## src/rtl/stack_arb_pkg.sv

```systemverilog
// Shared constants for the stack arbiter: FSM encoding, op encoding and default widths.
package stack_arb_pkg;

  localparam int unsigned DefDataWide     = 8;
  localparam int unsigned DefAddressDepth = 4;

  localparam logic OP_PUSH = 1'b1;
  localparam logic OP_POP  = 1'b0;

  localparam logic [1:0] StIdle  = 2'd0;
  localparam logic [1:0] StIssue = 2'd1;
  localparam logic [1:0] StResp  = 2'd2;

endpackage

```

## src/rtl/rr_arbiter.sv

```systemverilog
// Combinational round-robin picker: first asserted request at or after rr_ptr_i, wrapping.
module rr_arbiter #(
  parameter int unsigned NUM_REQ = 2,
  localparam int unsigned IdW = (NUM_REQ > 1) ? $clog2(NUM_REQ) : 1
) (
  input  logic [NUM_REQ-1:0] req_i,
  input  logic [IdW-1:0]     rr_ptr_i,
  input  logic               en_i,
  output logic [NUM_REQ-1:0] gnt_o,
  output logic [IdW-1:0]     gnt_id_o
);

  logic           found;
  logic [IdW-1:0] cand;

  always_comb begin
    gnt_o    = '0;
    gnt_id_o = '0;
    found    = 1'b0;
    cand     = '0;
    if (en_i) begin
      for (int unsigned off = 0; off < NUM_REQ; off++) begin
        cand = IdW'((32'(rr_ptr_i) + off) % NUM_REQ);
        if (!found && req_i[cand]) begin
          found       = 1'b1;
          gnt_o[cand] = 1'b1;
          gnt_id_o    = cand;
        end
      end
    end
  end

endmodule

```

## src/rtl/stack_arbiter.sv

```systemverilog
// Shares one FILO stack between NUM_REQ requesters, one op at a time, round-robin order.
// Illegal ops (push when full, pop when empty) are answered with an error and never issued.
module stack_arbiter
  import stack_arb_pkg::*;
#(
  parameter int unsigned AddressDepth = DefAddressDepth,
  parameter int unsigned DataWide     = DefDataWide,
  parameter int unsigned NUM_REQ      = 2
) (
  input  logic                        clk,
  input  logic                        rst,
  input  logic [NUM_REQ-1:0]          req_valid,
  input  logic [NUM_REQ-1:0]          req_op,
  input  logic [NUM_REQ*DataWide-1:0] req_data,
  output logic [NUM_REQ-1:0]          req_ready,
  output logic [NUM_REQ-1:0]          rsp_valid,
  output logic [DataWide-1:0]         rsp_data,
  output logic                        rsp_err,
  output logic                        stk_cs,
  output logic                        stk_push_pop,
  output logic [DataWide-1:0]         stk_data_in,
  input  logic [DataWide-1:0]         stk_data_out,
  input  logic                        stk_full,
  input  logic                        stk_empty
);

  localparam int unsigned IdW = (NUM_REQ > 1) ? $clog2(NUM_REQ) : 1;

  if (AddressDepth < 1 || NUM_REQ < 2 || NUM_REQ > 8) begin : g_param_check
    $error("stack_arbiter: unsupported AddressDepth/NUM_REQ");
  end

  logic [1:0]          state_q, state_d;
  logic [IdW-1:0]      rr_ptr_q, rr_ptr_d;
  logic [IdW-1:0]      id_q, id_d;
  logic                op_q, op_d;
  logic                err_q, err_d;
  logic [DataWide-1:0] data_q, data_d;

  logic [NUM_REQ-1:0]  gnt;
  logic [IdW-1:0]      gnt_id;
  logic                arb_en;
  logic                sel_op;
  logic [DataWide-1:0] sel_data;
  logic                illegal;
  logic                in_resp;

  // Grants are suppressed while rst is high so nothing is accepted during reset.
  assign arb_en = (state_q == StIdle) && !rst;

  rr_arbiter #(
    .NUM_REQ (NUM_REQ)
  ) u_rr_arbiter (
    .req_i    (req_valid),
    .rr_ptr_i (rr_ptr_q),
    .en_i     (arb_en),
    .gnt_o    (gnt),
    .gnt_id_o (gnt_id)
  );

  assign req_ready = gnt;
  assign sel_op    = req_op[gnt_id];
  assign sel_data  = req_data[32'(gnt_id) * DataWide +: DataWide];
  assign illegal   = (sel_op == OP_PUSH) ? stk_full : stk_empty;

  always_comb begin
    state_d  = state_q;
    rr_ptr_d = rr_ptr_q;
    id_d     = id_q;
    op_d     = op_q;
    err_d    = err_q;
    data_d   = data_q;
    case (state_q)
      StIdle: begin
        if (|gnt) begin
          id_d     = gnt_id;
          op_d     = sel_op;
          data_d   = (sel_op == OP_PUSH) ? sel_data : '0;
          err_d    = illegal;
          rr_ptr_d = (gnt_id == IdW'(NUM_REQ - 1)) ? '0 : gnt_id + 1'b1;
          state_d  = illegal ? StResp : StIssue;
        end
      end
      StIssue: state_d = StResp;
      StResp:  state_d = StIdle;
      default: state_d = StIdle;
    endcase
  end

  always_ff @(posedge clk) begin
    if (rst) begin
      state_q  <= StIdle;
      rr_ptr_q <= '0;
      id_q     <= '0;
      op_q     <= 1'b0;
      err_q    <= 1'b0;
      data_q   <= '0;
    end else begin
      state_q  <= state_d;
      rr_ptr_q <= rr_ptr_d;
      id_q     <= id_d;
      op_q     <= op_d;
      err_q    <= err_d;
      data_q   <= data_d;
    end
  end

  // Stack outputs come straight from registered state; data_q is already 0 for pops.
  assign stk_cs       = (state_q == StIssue);
  assign stk_push_pop = stk_cs & op_q;
  assign stk_data_in  = stk_cs ? data_q : '0;

  assign in_resp  = (state_q == StResp);
  assign rsp_err  = in_resp & err_q;
  assign rsp_data = (in_resp && !err_q && op_q == OP_POP) ? stk_data_out : '0;

  always_comb begin
    rsp_valid = '0;
    if (in_resp) rsp_valid[id_q] = 1'b1;
  end

endmodule

```

## config.mk

```make
export PLATFORM = sky130hd
export DESIGN_NAME = stack_arbiter
export DESIGN_NICKNAME = d
export VERILOG_FILES = /design/src/rtl/stack_arb_pkg.sv /design/src/rtl/rr_arbiter.sv /design/src/rtl/stack_arbiter.sv
export SDC_FILE = /design/constraint.sdc
export NUM_CORES = 1
export LEC_CHECK = 0
export ABC_AREA = 1
export ABC_CLOCK_PERIOD_IN_PS = 2980
export BUFFER_PORTS_ARGS = -buffer_cell sky130_fd_sc_hd__buf_4
export CORE_UTILIZATION = 45
export CTS_CLUSTER_DIAMETER = 80
export DETAILED_ROUTE_END_ITERATION = 10
export GPL_ROUTABILITY_DRIVEN = 1
export PLACE_DENSITY = 0.87
export SETUP_SLACK_MARGIN = 0.1
export SYNTH_ARGS = -nofsm -noshare
export SYNTH_HDL_FRONTEND = slang
export SYNTH_SLANG_ARGS = --single-unit
```

## constraint.sdc

```tcl
create_clock -name clk -period 2.98 [get_ports clk]
set_clock_uncertainty 0.05 [all_clocks]
set_input_delay 0.447 -clock clk [delete_from_list [all_inputs] [get_ports clk]]
set_output_delay 0.447 -clock clk [all_outputs]
set_load 0.005 [all_outputs]
```

==> results of run 1 <==
[routing by layer]
metal / track usage / wire length (microns) / up-vias
li1: - / - / 542
met1: 0.271 / 905 / 435
met2: 0.420 / 1200 / 46
met3: 0.0119 / 140 / 4
met4: 0.106 / 31 / 0
met5: 0 / 0 / -
[cells in the mapped netlist]
library cell and instances:
nand3_1 11, nor2_1 22, inv_1 27, nand2_4 1, nand3_2 2, dfxtp_1 14
nand3b_1 2, inv_2 2, a211oi_1 1, nand2_2 3, nor2_4 1, a21boi_2 1
nand2_1 39, buf_6 2, clkbuf_1 1, clkinv_1 1, a21oi_1 13, buf_2 1
[state kept, by name, indices dropped and copies added (netlist names)]
name and count:
err_q 1, id_q 1, op_q 1, rr_ptr_q 1, state_q 2, data_q 8
[worst max-delay path, cell delays in order (launching register included)]
cell and delay, ps:
dfxtp_1 400, inv_1 70, nor2_1 140, clkinv_1 260, nor2_1 180, buf_4 130
[cells by family (layout without fill, tap and decap cells)]
kind of cell / count (synthesis) / after routing / share of synthesized area
AND/OR/NAND/NOR: 81 / 81 / 0.415
buffers and inverters: 34 / 87 / 0.166
AO/OA/AOI/OAI: 15 / 15 / 0.0965
flip-flops: 14 / 14 / 0.323
[worst paths after layout]
path / cells after the start / slack, ps / startpoint / to
worst min register to register: 2 / 420 / op_q$_SDFFE_PP0P_ / op_q$_SDFFE_PP0P_
worst max-delay path: 5 / 1030 / state_q[0]$_SDFFE_PP0P_ / stk_data_in[4]
worst max register to register: 7 / 1520 / rr_ptr_q$_SDFFE_PP0P_ / data_q[7]$_SDFFE_PP0P_
worst min-delay path: 2 / 380 / rst / err_q$_SDFFE_PP0P_
[cell usage in the layout (no fill, tap or decap), types with 2 or more instances in the layout]
cell,n
nor2_1,22
buf_4,54
clkbuf_4,3
nand2_1,39
nand2_2,3
inv_1,27
inv_2,2
nand3b_1,2
dfxtp_1,14
a21oi_1,13
nand3_2,2
nand3_1,11
[per-stage QoR]
stage | setup slack, ps | util | hold WS [ps] | cell area (sq um) | instances
floorplan | 1560 | - | 387 | 868 | 144
global placement | 1190 | 0.722 | 402 | 1270 | 219
detailed placement | 1130 | 0.722 | 408 | 1270 | 219
CTS | 1010 | 0.735 | 384 | 1300 | 222
global route | 907 | 0.735 | 385 | 1300 | 222
finish | 1030 | 0.735 | 376 | 1300 | 222
[final cells by class]
cell class	instances	area, sq um	area share
repair buffers	54	405	0.313
multi-input cells	96	444	0.343
flip-flops and latches	14	280	0.216
well taps	25	31.3	0.0241
inverters	30	113	0.0869
clock buffers	3	22.5	0.0174
[where the power goes]
part / switching, W / internal [W] / total, W
clock network: 0.0000581 / 0.0000468 / 0.000105
registers: 0.00000710 / 0.000199 / 0.000207
logic: 0.0000724 / 0.0000642 / 0.000137
total: 0.000138 / 0.000310 / 0.000448
==> impl_metrics.env, run 1 <==
export IMPL_fmaxAchievable_mhz=513
export IMPL_h_tree_depth=1
export IMPL_start_kind="flop"
export IMPL_die_w_microns=45.9
export IMPL_ys_seq_elements=14
export IMPL_syn_area_sq_um=868
export IMPL_min_period_ps=1950
export IMPL_cts_tree="built"
export IMPL_drt_first_pass_iters=4
export IMPL_start_util=0.492
export IMPL_clkSlewWorstSetupHoldPaths_ps=80
export IMPL_ys_types=18
export IMPL_grt_pass1_wl_mm=3.55
export IMPL_p_total_w=0.000448
export IMPL_vias=1027
export IMPL_crit_required_ps=2480
export IMPL_clockBufferDepth=2
export IMPL_cap_viol_max_count=0
export IMPL_num_antenna_cells=0
export IMPL_cts_sinks=14
export IMPL_grt_pass1_vias=923
export IMPL_hold_violations=0
export IMPL_yosysWarnings=0
export IMPL_cts_resized=0
export IMPL_synth_cells=144
export IMPL_hpwl_mm=1.87
export IMPL_post_synth_cell_area_avg_sq_um=6.03
export IMPL_hold_path_class="in2reg"
export IMPL_grt_setup_unrepaired="no"
export IMPL_synth_area_top_cells="dfxtp_1 (32%), nand2_1 (17%), inv_1 (12%), nor2_1 (9.5%), a21oi_1 (7.5%)"
export IMPL_clk_latency_ps=280
export IMPL_synth_top_area_frac=0.323
export IMPL_port_buffers=54
export IMPL_num_rows=15
export IMPL_area_delta_synth_final_pct=49.3
export IMPL_antenna_found_initial=0
export IMPL_avgRoutedWirePerCell_microns=10.3
export IMPL_remaining_drc_errors=0
export IMPL_overflow=0
export IMPL_cts_setup_buffers=0
export IMPL_drive_gt1_frac=0.340
export IMPL_die_height_microns=45.9
export IMPL_num_fill_cells=158
export IMPL_numCtsBuffers=3
export IMPL_slew_headroom=0.817
export IMPL_ys_seq_area_frac=0.323
export IMPL_p_leak_nw=0.679
export IMPL_drtAntennaViolNets=0
export IMPL_design_core_area_sq_um=1760
export IMPL_dieArea_sq_um=2110
export IMPL_pin_count=55
export IMPL_power_density_nw_per_um2=346
export IMPL_crit_arrival_ps=1450
export IMPL_slew_viol_final=0
export IMPL_status="completed"
export IMPL_place_congestion=0.916
export IMPL_cts_root_buf="clkbuf_4"
export IMPL_period_share=0.654
export IMPL_worst_slew_pin_slew_ps=273
export IMPL_path_class="reg2out"
export IMPL_final_setup_tns_ps=0
export IMPL_grt_usage=0.230
export IMPL_nets=231
export IMPL_cp_max_fo=9
export IMPL_yosysTopAreaCell="dfxtp_1"
export IMPL_cts_hold_buf=0
export IMPL_wl_mm=2.28
export IMPL_grt_max_degree=14
export IMPL_setup_viol=0
export IMPL_drt_iter0_markers=21
export IMPL_vdd_ir_drop_max_mv=0.283
export IMPL_vias_per_cell=4.63
export IMPL_synthesis_nets=176
export IMPL_endpoint_kind="output pin"
Power figures use the tool's default switching activity.
==> run 2: changes to the inputs <==
- ABC_CLOCK_PERIOD_IN_PS: 2980 -> 1600
- CORE_UTILIZATION: 45 -> 37
- PLACE_DENSITY: 0.87 -> 0.77
- clock period: 2.98 -> 1.6 ns (I/O delays scaled with it)
==> run 2 against run 1 <==
  * Non-clock buffer count increased by 8
  * Largest power group unchanged
  * Clock-buffer cell count increased by 1
  * Worst setup slack got worse by 950 ps
  * Largest cell class unchanged
  * Clock power increased to 2.5 times the previous value
  * Final cell count increased by 6.3%
  * First-iteration DRC count decreased by 43%
  * Global-route usage decreased by 1.3 points
  * Critical path type unchanged
  * Sequential power increased by 88%
  * Register-to-register slack got worse by 1400 ps
  * Die area increased by 21%
  * Worst hold slack got worse by 220 ps
  * Design area increased by 19%
==> impl_metrics.env, run 2 (synthesis results as in run 1) <==
export IMPL_cts_root_buf="clkbuf_4"
export IMPL_cts_hold_buf=0
export IMPL_port_buffers=54
export IMPL_final_area_sq_um=1550
export IMPL_endpoint_kind="output pin"
export IMPL_numCtsBuffers=3
export IMPL_antenna_found_initial=0
export IMPL_vias_per_cell=4.72
export IMPL_drive_gt1_frac=0.471
export IMPL_num_rows=17
export IMPL_drtAntennaViolNets=0
export IMPL_p_total_w=0.00101
export IMPL_place_inst=222
export IMPL_avgRoutedWirePerCell_microns=11.8
export IMPL_cp_max_fo=4
export IMPL_crit_required_ps=1310
export IMPL_num_fill_cells=189
export IMPL_multi_input_area_sq_um=576
export IMPL_hold_path_class="in2reg"
export IMPL_place_area_sq_um=1280
export IMPL_status="completed"
export IMPL_grt_pass1_wl_mm=4.17
export IMPL_wl_mm=2.79
export IMPL_instances_no_fill=236
export IMPL_reg2regPathDepth=8
export IMPL_period_share=0.951
export IMPL_clockBufferDepth=2
export IMPL_top_regs="data_q (8), state_q (2)"
export IMPL_min_period_ps=1520
export IMPL_reg2reg_to="err_q$_SDFFE_PP0P_"
export IMPL_place_congestion=0.752
export IMPL_area_delta_synth_final_pct=78.4
export IMPL_power_density_nw_per_um2=649
export IMPL_final_cell_mix="buf_4 (57), nand2_1 (38), inv_1 (24), nor2_1 (14), dfxtp_1 (12)"
export IMPL_r2r_slack_ps=140
export IMPL_clk_latency_ps=290
export IMPL_die_w_microns=50.4
export IMPL_overflow=0
export IMPL_cts_tree="built"
export IMPL_worst_slew_pin_slew_ps=204
export IMPL_pin_count=55
export IMPL_final_setup_tns_ps=0
export IMPL_start_util=0.393
export IMPL_h_tree_depth=1
export IMPL_num_antenna_cells=0
export IMPL_path_class="reg2out"
export IMPL_holdPathStages=2
export IMPL_hold_start="rst"
export IMPL_fmaxAchievable_mhz=657
export IMPL_hold_violations=0
export IMPL_die_height_microns=50.4
export IMPL_setup_viol=0
export IMPL_vias=1115
export IMPL_cts_sinks=14
export IMPL_seq_area_sq_um=288
export IMPL_grt_setup_unrepaired="yes"
export IMPL_crit_arrival_ps=1230
export IMPL_design_core_area_sq_um=2210
export IMPL_p_leak_nw=0.750
export IMPL_slew_headroom=0.864
export IMPL_cap_viol_max_count=0
export IMPL_top_register="data_q"
export IMPL_grt_usage=0.217
export IMPL_clkSlewWorstSetupHoldPaths_ps=100
export IMPL_hpwl_mm=1.85
export IMPL_dieArea_sq_um=2540
export IMPL_remaining_drc_errors=0
export IMPL_final_common_cell="buf_4"
export IMPL_largest_reg_flops=8
export IMPL_slew_viol_final=0
export IMPL_timing_rr_start="state_q[0]$_SDFFE_PP0P_"
export IMPL_whs_ps=155
export IMPL_holdPathEnd="data_q[0]$_SDFFE_PP0P_"
export IMPL_grt_max_degree=14
export IMPL_drt_iter0_markers=12
export IMPL_grt_pass1_vias=1021
export IMPL_nets=241
export IMPL_vdd_ir_drop_max_mv=0.449
export IMPL_drt_first_pass_iters=4
export IMPL_start_kind="flop"
==> run 2: timing repair <==
item	in CTS	in global routing
setup buffers	7	1
endpoints found under the setup margin	19	31
gates resized for setup	24	23
pin swaps	6	8
cloned	1	1
==> run 2: where the power goes <==
group | switching, W | total (W) | internal, W
Clock | 0.000128 | 0.000267 | 0.000139
Combinational | 0.000186 | 0.000349 | 0.000163
Sequential | 0.0000170 | 0.000389 | 0.000372
==> run 2: through the flow <==
stage / util / setup slack [ps]
global placement: 0.577 / 58.5
CTS: 0.650 / 78.9
floorplan: - / 369
finish: 0.700 / 77.9
detailed placement: 0.577 / 34.8
global route: 0.700 / 21.5
==> run 2: per-layer routing <==
| metal | part of all wire | up-vias | GRT usage |
|---|---|---|---|
| li1 | - | 563 | - |
| met1 | 0.38 | 508 | 0.224 |
| met2 | 0.55 | 39 | 0.422 |
| met3 | 0.055 | 5 | 0.0333 |
| met4 | 0.013 | 0 | 0.0926 |
| met5 | 0 | - | 0 |
==> run 2: critical path: stages, from the launching register on <==
cell and delay, ps:
dfxtp_4 380, buf_6 120, nor2_4 170, nand3_4 120, inv_2 70, buf_6 80
==> run 2: worst max path at each step <==
stage	to	from	cells past startpoint
3_5_place_dp	data_q[7]$_SDFFE_PP0P_	rst	9
5_1_grt	stk_data_in[3]	state_q[0]$_SDFFE_PP0P_	5
6_report	req_ready[0]	state_q[0]$_SDFFE_PP0P_	5
4_1_cts	req_ready[0]	state_q[1]$_SDFFE_PP0P_	6
3_3_place_gp	data_q[1]$_SDFFE_PP0P_	rst	9
2_1_floorplan	data_q[0]$_SDFFE_PP0P_	state_q[1]$_SDFFE_PP0P_	9
==> run 2: cell type report <==
| type | instances | share of cell area |
|---|---|---|
| Sequential cell | 14 | 0.186 |
| Timing Repair Buffer | 62 | 0.313 |
| Tap cell | 28 | 0.0226 |
| Multi-Input combinational cell | 97 | 0.372 |
| Timing Repair inverter | 1 | 0.00323 |
| Inverter | 30 | 0.0808 |
| Clock buffer | 4 | 0.0234 |
==> run 3: changes to the inputs <==
- CORE_MARGIN: unset -> 2
- GPL_ROUTABILITY_DRIVEN: 1 -> 0
- SETUP_SLACK_MARGIN: 0.1 -> unset
==> run 3 against run 2 <==
  * Worst setup slack got worse by 19 ps
  * Critical endpoint is now req_ready[1]
  * Clock power fell by 27%
  * Sequential share of layout area rose by 2.4 points
  * Via count down 7.0%
  * Non-clock buffer count down 6
  * Combinational power fell by 23%
  * Design area fell by 13%
  * Flip-flop and latch count stayed put
  * Fmax decreased by 1.2%
==> impl_metrics.env, run 3 (synthesis results as in run 1) <==
export IMPL_cts_root_buf="clkbuf_4"
export IMPL_start_kind="flop"
export IMPL_grt_max_degree=14
export IMPL_num_rows=17
export IMPL_avgRoutedWirePerCell_microns=10.3
export IMPL_dieArea_sq_um=2750
export IMPL_design_core_area_sq_um=2210
export IMPL_grt_setup_unrepaired="yes"
export IMPL_clkSlewWorstSetupHoldPaths_ps=80
export IMPL_numCtsBuffers=3
export IMPL_slowest_delay_ps=330
export IMPL_status="completed"
export IMPL_drt_iter0_markers=16
export IMPL_final_area_sq_um=1340
export IMPL_clk_latency_ps=270
export IMPL_grt_usage=0.163
export IMPL_place_area_sq_um=1280
export IMPL_cp_max_fo=10
export IMPL_cts_sinks=14
export IMPL_cap_viol_max_count=0
export IMPL_p_leak_nw=0.690
export IMPL_grt_pass1_wl_mm=3.34
export IMPL_die_w_microns=52.4
export IMPL_path_class="reg2out"
export IMPL_place_inst=222
export IMPL_fmaxAchievable_mhz=649
export IMPL_largest_reg_flops=8
export IMPL_num_fill_cells=209
export IMPL_clockBufferDepth=2
export IMPL_hpwl_mm=1.84
export IMPL_overflow=0
export IMPL_cp_cell_sequence="inv_1, nand2_2, nor2_4, nand2_4, inv_6, buf_4"
export IMPL_critical_path_buf_inv_count=3
export IMPL_port_buffers=54
export IMPL_top_regs="data_q (8), state_q (2)"
export IMPL_pin_count=55
export IMPL_worst_slack_ps=59.3
export IMPL_crit_slowest_cell="dfxtp_1"
export IMPL_crit_family="flip-flops"
export IMPL_slew_viol_final=0
export IMPL_instances_no_fill=227
export IMPL_start_util=0.393
export IMPL_hold_start="rst"
export IMPL_final_cell_mix="buf_4 (56), nand2_1 (39), inv_1 (27), nor2_1 (19)"
export IMPL_hold_path_class="in2reg"
export IMPL_power_density_nw_per_um2=633
export IMPL_num_antenna_cells=0
export IMPL_crit_arrival_ps=1250
export IMPL_slew_headroom=0.852
export IMPL_hold_violations=0
export IMPL_min_period_ps=1540
export IMPL_grt_pass1_vias=841
export IMPL_setup_viol=0
export IMPL_crit_path_start="state_q[1]$_SDFFE_PP0P_"
export IMPL_cts_tree="built"
export IMPL_vias_per_cell=4.57
export IMPL_worst_slew_pin_slew_ps=222
export IMPL_drive_gt1_frac=0.377
export IMPL_vias=1037
export IMPL_pre_cts_ws_ps=63.4
export IMPL_crit_required_ps=1310
export IMPL_final_common_cell="buf_4"
export IMPL_die_height_microns=52.4
export IMPL_remaining_drc_errors=0
export IMPL_antenna_found_initial=0
export IMPL_whs_ps=176
export IMPL_h_tree_depth=1
export IMPL_period_share=0.963
export IMPL_nets=233
export IMPL_drt_first_pass_iters=4
export IMPL_top_register="data_q"
export IMPL_timing_rr_start="state_q[1]$_SDFFE_PP0P_"
export IMPL_endpoint_kind="output pin"
export IMPL_vdd_ir_drop_max_mv=0.550
export IMPL_final_util=0.607
export IMPL_area_delta_synth_final_pct=54.8
export IMPL_drtAntennaViolNets=0
export IMPL_wl_mm=2.33
-- run 3: cell count changes in the layout (fill, tap and decap cells not counted), moves of 3 or more --
cell     change
buf_6        -5
nor2_1       +5
nand2_4      -4
inv_1        +3
nor2_4       -6
-- run 3: through the flow --
| stage | power [W] | setup TNS (ps) |
|---|---|---|
| floorplan | 0.000539 | 0 |
| global placement | 0.000640 | 0 |
| detailed placement | 0.000648 | 0 |
| CTS | 0.000843 | 0 |
| global route | 0.000892 | -61.4 |
| finish | 0.000851 | 0 |
-- run 3: cell type report --
type | count | area (sq um) | share of cell area
flip-flops and latches | 14 | 282 | 0.209
repair buffers | 56 | 420 | 0.313
clock buffers | 3 | 22.5 | 0.0168
well taps | 28 | 35.0 | 0.0261
multi-input cells | 96 | 464 | 0.345
inverters | 30 | 120 | 0.0894
-- run 3: layer usage --
layer  global-route usage  part of all wire
met5                    0                 0
met4               0.0641            0.0060
met3               0.0371             0.087
met2                0.292              0.51
met1                0.184              0.40
-- run 3: final timing paths --
check                           cells after the start                      to  slack [ps]
worst max-delay path                                6            req_ready[1]          60
worst min-delay path                                2  data_q[1]$_SDFFE_PP0P_         180
worst max register to register                      9  data_q[6]$_SDFFE_PP0P_         100
worst min register to register                      2       op_q$_SDFFE_PP0P_         420
-- run 3: what timing repair did --
item / CTS / global route
endpoints found under the setup margin: 16 / 18
buffers inserted: 1 / 1
pin swaps: 2 / 1
resized for setup: 4 / 6
hold buffers: 0 / 0
-- run 3: report_power, final --
group / internal, W / switching (W) / leakage (nW)
combinational: 0.000128 / 0.000142 / 0.562
clock: 0.0000871 / 0.000108 / 0.0138
sequential: 0.000372 / 0.0000145 / 0.115
